===== config.mk =====
export PLATFORM = sky130hd
export DESIGN_NAME = vector_mac
export DESIGN_NICKNAME = d
export VERILOG_FILES = /design/src/rtl/vector_mac.sv
export SDC_FILE = /design/constraint.sdc
export NUM_CORES = 2
export LEC_CHECK = 0
export BUFFER_PORTS_ARGS = -buffer_cell sky130_fd_sc_hd__buf_2
export CAP_MARGIN = 0
export CORE_ASPECT_RATIO = 1.75
export CORE_MARGIN = 10
export CORE_UTILIZATION = 40
export CTS_CLUSTER_SIZE = 16
export DETAILED_ROUTE_END_ITERATION = 8
export PLACE_DENSITY = 0.6
export SYNTH_ARGS = -nofsm -noshare
export SYNTH_HDL_FRONTEND = slang
export SYNTH_SLANG_ARGS = --single-unit

===== constraint.sdc =====
create_clock -name iClk -period 14.9 [get_ports iClk]
set_input_delay 2.98 -clock iClk [delete_from_list [all_inputs] [get_ports iClk]]
set_output_delay 2.98 -clock iClk [all_outputs]
set_load 0.02 [all_outputs]

===== src/rtl/vector_mac.sv =====
// vector_mac: multi-lane signed multiply-accumulator with grouped results.
//
// Each accepted beat multiplies LANES signed operand pairs, sums the products
// and adds that sum into a wide accumulator. A beat flagged iLast closes the
// group; the converted result (saturating or wrapping, chosen per group) is
// held on oRes with a valid/acknowledge handshake.
//
// Ports:
//   iClk      clock, rising edge
//   iRst      synchronous active-high reset
//   iValid    beat present on iA/iB
//   iA, iB    packed signed operands, lane k at [k*INPUT_LENGTH +: INPUT_LENGTH]
//   iLast     beat closes the current group (qualified by iValid)
//   iSat      conversion mode for the group, sampled with the last beat
//   iAck      consumer takes oRes this cycle
//   oReady    beat accepted when iValid && oReady
//   oRes      converted group result
//   oValid    oRes holds an unacknowledged result
//   oOverflow group sum was outside the signed OUTPUT_LENGTH range
module vector_mac #(
  parameter int INPUT_LENGTH  = 16,
  parameter int LANES         = 4,
  parameter int ACC_LENGTH    = 40,
  parameter int OUTPUT_LENGTH = 32
) (
  input  logic                            iClk,
  input  logic                            iRst,
  input  logic                            iValid,
  input  logic [LANES*INPUT_LENGTH-1:0]   iA,
  input  logic [LANES*INPUT_LENGTH-1:0]   iB,
  input  logic                            iLast,
  input  logic                            iSat,
  input  logic                            iAck,
  output logic                            oReady,
  output logic [OUTPUT_LENGTH-1:0]        oRes,
  output logic                            oValid,
  output logic                            oOverflow
);

  localparam int PW = 2 * INPUT_LENGTH;

  localparam logic [OUTPUT_LENGTH-1:0] RES_MAX = {1'b0, {(OUTPUT_LENGTH-1){1'b1}}};
  localparam logic [OUTPUT_LENGTH-1:0] RES_MIN = {1'b1, {(OUTPUT_LENGTH-1){1'b0}}};

  // Stage 1: full-precision lane products
  logic signed [PW-1:0]         prod_d [LANES];
  logic signed [PW-1:0]         prod_q [LANES];
  logic                         v1_q, last1_q, sat1_q;

  // Stage 2: lane sum at accumulator width
  logic [ACC_LENGTH-1:0]        sum2_d, sum2_q;
  logic                         v2_q, last2_q, sat2_q;

  // Stage 3: accumulator and held result
  logic [ACC_LENGTH-1:0]        acc_q;
  logic [ACC_LENGTH-1:0]        t_d;
  logic                         in_range_d;
  logic [OUTPUT_LENGTH-1:0]     conv_d;
  logic [OUTPUT_LENGTH-1:0]     res_q;
  logic                         valid_q, ovf_q;

  logic                         en;

  // The whole pipeline freezes while a result waits unacknowledged.
  assign en     = !(valid_q && !iAck);
  assign oReady = en;

  assign oRes      = res_q;
  assign oValid    = valid_q;
  assign oOverflow = ovf_q;

  always_comb begin
    for (int unsigned k = 0; k < LANES; k++) begin
      // Sign-extend both operands to PW first so the product keeps full precision.
      prod_d[k] = PW'($signed(iA[k*INPUT_LENGTH +: INPUT_LENGTH]))
                * PW'($signed(iB[k*INPUT_LENGTH +: INPUT_LENGTH]));
    end
  end

  always_comb begin
    sum2_d = '0;
    for (int unsigned k = 0; k < LANES; k++) begin
      sum2_d = sum2_d + ACC_LENGTH'(prod_q[k]);
    end
  end

  always_comb begin
    t_d = acc_q + sum2_q;
    // t fits the signed output range iff all bits from the output sign bit upward agree.
    in_range_d = (t_d[ACC_LENGTH-1:OUTPUT_LENGTH-1] == '0)
              || (t_d[ACC_LENGTH-1:OUTPUT_LENGTH-1] == '1);
    conv_d = t_d[OUTPUT_LENGTH-1:0];
    if (!in_range_d && sat2_q) begin
      conv_d = t_d[ACC_LENGTH-1] ? RES_MIN : RES_MAX;
    end
  end

  always_ff @(posedge iClk) begin
    if (iRst) begin
      for (int unsigned k = 0; k < LANES; k++) begin
        prod_q[k] <= '0;
      end
      v1_q    <= 1'b0;
      last1_q <= 1'b0;
      sat1_q  <= 1'b0;
      sum2_q  <= '0;
      v2_q    <= 1'b0;
      last2_q <= 1'b0;
      sat2_q  <= 1'b0;
      acc_q   <= '0;
      res_q   <= '0;
      valid_q <= 1'b0;
      ovf_q   <= 1'b0;
    end else begin
      if (en) begin
        for (int unsigned k = 0; k < LANES; k++) begin
          prod_q[k] <= prod_d[k];
        end
        v1_q    <= iValid;
        last1_q <= iLast;
        sat1_q  <= iSat;

        sum2_q  <= sum2_d;
        v2_q    <= v1_q;
        last2_q <= last1_q;
        sat2_q  <= sat1_q;

        if (v2_q) begin
          if (last2_q) begin
            acc_q <= '0;
            res_q <= conv_d;
            ovf_q <= !in_range_d;
          end else begin
            acc_q <= t_d;
          end
        end
      end

      // A new result landing wins over an acknowledge on the same edge.
      if (en && v2_q && last2_q) begin
        valid_q <= 1'b1;
      end else if (iAck) begin
        valid_q <= 1'b0;
      end
    end
  end

endmodule


==> flow_metrics.env <==
export IMPL_multi_input_area_um2=40920
export IMPL_worstSetupPathType="in2reg"
export IMPL_placed_cells=7190
export IMPL_finalCritPeriodShare_pct=60.44
export IMPL_synth_async_reset_ratio_pct=0
export IMPL_r2r_cells=16
export IMPL_worst_clock_skew_ns=0.01025
export IMPL_hpwl_um=112600
export IMPL_fp_row_count=175
export IMPL_pin_count=169
export IMPL_grt_pass1_vias=41410
export IMPL_routedWlPerCell_um=18.38
export IMPL_tns_ns=0
export IMPL_drv_slew=0
export IMPL_synth_xor_area_share_pct=3.268
export IMPL_synth_avg_cell_area_um2=9.467
export IMPL_grt_max_degree=78
export IMPL_wl_met3_um=4448
export IMPL_finalHoldViolCount=0
export IMPL_drive_gt1_share_pct=4.780
export IMPL_wl_met2_um=74210
export IMPL_dieArea_um2=146100
export IMPL_cts_made_buffers=30
export IMPL_syn_nets=7169
export IMPL_worstSetupStartpointType="primary input"
export IMPL_synth_area_leaders="fa_1 (43%), ha_1 (9.6%), inv_1 (8.4%)"
export IMPL_worstMarginPinSlew_ns=1.001
export IMPL_synth_top_area_share_pct=42.67
export IMPL_grt_use_total_pct=18.67
export IMPL_synth_compound_area_share_pct=7.408
export IMPL_ys_top_cells_by_count="inv_1 (1164), fa_1 (1114), nand2_1 (627)"
export IMPL_globalplace_congestion=0.8788
export IMPL_synthSimpleGateAreaFrac_pct=15.32
export IMPL_firstDrtPassIters=7
export IMPL_register_area_um2=6146
export IMPL_area_delta_synth_final_pct=6.158
export IMPL_highest_layer="met5"
export IMPL_synth_seq_area_share_pct=11.76
export IMPL_start_util_pct=40.25
export IMPL_h_tree_depth=1
export IMPL_synth_cell_types=85
export IMPL_ys_ff_latch=243
export IMPL_wl_met1_um=49600
export IMPL_cts_hold_buf=0
export IMPL_io_buffers=168
export IMPL_status="complete, no violations"
export IMPL_ant_nets=0
export IMPL_muxShareOfSynthArea_pct=0
export IMPL_drtIter0Drc=1484
export IMPL_cts_resized=0
export IMPL_layout_nets=7190
export IMPL_cts_sinks=243
export IMPL_antenna_found_initial=14
export IMPL_netlist_area_um2=52260
export IMPL_post_route_min_period_ns=9.006
export IMPL_cp_required_ns=15.19
export IMPL_yosys_area_top_type="fa_1"
export IMPL_num_vias=36960
export IMPL_post_cts_buffers=0
export IMPL_cap_violations=0
export IMPL_cp_end_kind="register"
export IMPL_die_x_um=293.2
export IMPL_relSlewSlack_pct=33.11
export IMPL_synth_top_family_by_area="adder cells"
export IMPL_fill_cells=12670
export IMPL_cp_arrival_ns=9.30
export IMPL_globalRouteOverflowTotal=0
export IMPL_ys_warn_count=0
export IMPL_finalSetupViolCount=0
export IMPL_setup_slack_ns=5.894
export IMPL_min_path_cells=2
export IMPL_stdcell_count=7253
export IMPL_ys_flop_type="edfxtp_1"
export IMPL_pre_cts_ws_ns=5.278
export IMPL_synth_fa_ha_area_share_pct=52.27
export IMPL_coreArea_um2=129800
export IMPL_rsz0062_at_grt="no"
export IMPL_max_freq_mhz=111.0
export IMPL_clockBufferDepth=3
export IMPL_yosysMostFrequentCell="inv_1"
export IMPL_synth_edff_count=128
export IMPL_fp_dieH_um=498.2
export IMPL_viasPerCell=5.096
export IMPL_clk_pin_slew_ns=0.06
export IMPL_clk_latency_ns=0.57
export IMPL_tritoncts="built"
export IMPL_drc_errors=0
export IMPL_worst_path_max_fanout=16
export IMPL_grt_pass1_wl_um=218600
export IMPL_netlist_instances=5520
export IMPL_wirelength_um=133300
export IMPL_cts_root_buf="clkbuf_16"
export IMPL_min_path_type="reg2reg"
## cells in the final DEF (no fill, tap or decap), types with 9 or more instances in the layout
cell	netlist	routed
inv_1	1164	1163
fa_1	1114	1114
nand2_1	627	627
and2_1	518	518
ha_1	401	401
nor2_1	272	270
a21oi_1	172	172
buf_2	0	168
edfxtp_1	128	128
xnor2_1	125	125
dfxtp_1	115	115
o21ai_0	87	87
a21o_1	80	80
xor2_1	70	70
nor3_1	37	37
nand2b_1	37	36
a22oi_1	36	36
clkbuf_16	0	32
nand3_1	30	30
o221a_1	30	30
and3_1	29	29
nand4_1	27	27
o21bai_1	23	23
o21a_1	20	20
a211oi_1	18	18
a31oi_1	17	17
nor3b_1	13	13
or2_2	10	10
nor2b_1	11	10
a221oi_1	9	9
o211ai_1	9	9
buf_4	4	9
## metrics by stage
step	instance area, um2	hold slack [ns]	util, %
after floorplan	52260	0.4315	-
after CTS	55460	0.4585	42.71
after global routing	55470	0.4794	42.72
after global placement	54460	0.4392	41.94
final	55480	0.4507	42.73
after detailed placement	54460	0.4499	41.94
## routing by layer
metal  up-vias  GRT usage (%)
met4        12          6.247
met1     19050          20.77
met2       728          36.32
met5         -              0
met3       247          1.723
li1      16920              -
## worst max-delay path: stages
cell and delay (ns):
buf_2 0.23, and2_1 0.22, fa_1 0.54, inv_1 0.05
fa_1 0.48, fa_1 0.50, fa_1 0.56, inv_1 0.05
fa_1 0.51, fa_1 0.42, ha_1 0.35, nand2_1 0.10
a21oi_1 0.04, a2111oi_1 0.56, a21oi_1 0.27, a221oi_1 0.50
nor3_1 0.12, nor2_1 0.18, o21ai_0 0.17, a31oi_1 0.22
xor2_1 0.16, nor2_1 0.06
## cell type report
cell class | count | share of cell area (%)
multi-input cells | 3924 | 73.76
clock buffers | 41 | 1.594
inverters | 1165 | 7.887
diodes | 7 | 0.03157
well taps | 1681 | 3.791
clock inverters | 15 | 0.2165
flip-flops and latches | 243 | 11.08
repair buffers | 177 | 1.637
## cell families (layout without fill, tap and decap cells)
logic type	count (synthesis)	after routing
AO/OA/AOI/OAI	574	574
XOR/XNOR	195	195
adder cells (fa/ha/maj)	1515	1515
buffers and inverters	1353	1398
flip-flops	243	243
other	0	7
AND/OR/NAND/NOR	1640	1640
## path summary, 6_finish.rpt
check | from | to | slack (ns)
worst min-delay path | v1_q | v1_q | 0.45
worst min register to register | v1_q | v1_q | 0.45
worst max-delay path | iA[23] | prod_q[1][30] | 5.89
worst max register to register | prod_q[2][1] | sum2_q[33] | 9.94
## flip-flops by register name, summed over array words and instances (netlist names), 32 cells and up
name,flops
sum2_q,35
oRes,32
acc_q,40
prod_q,128
Power is not shown: default switching activity piles up to over one toggle a cycle in this logic, so the estimate is an artifact.
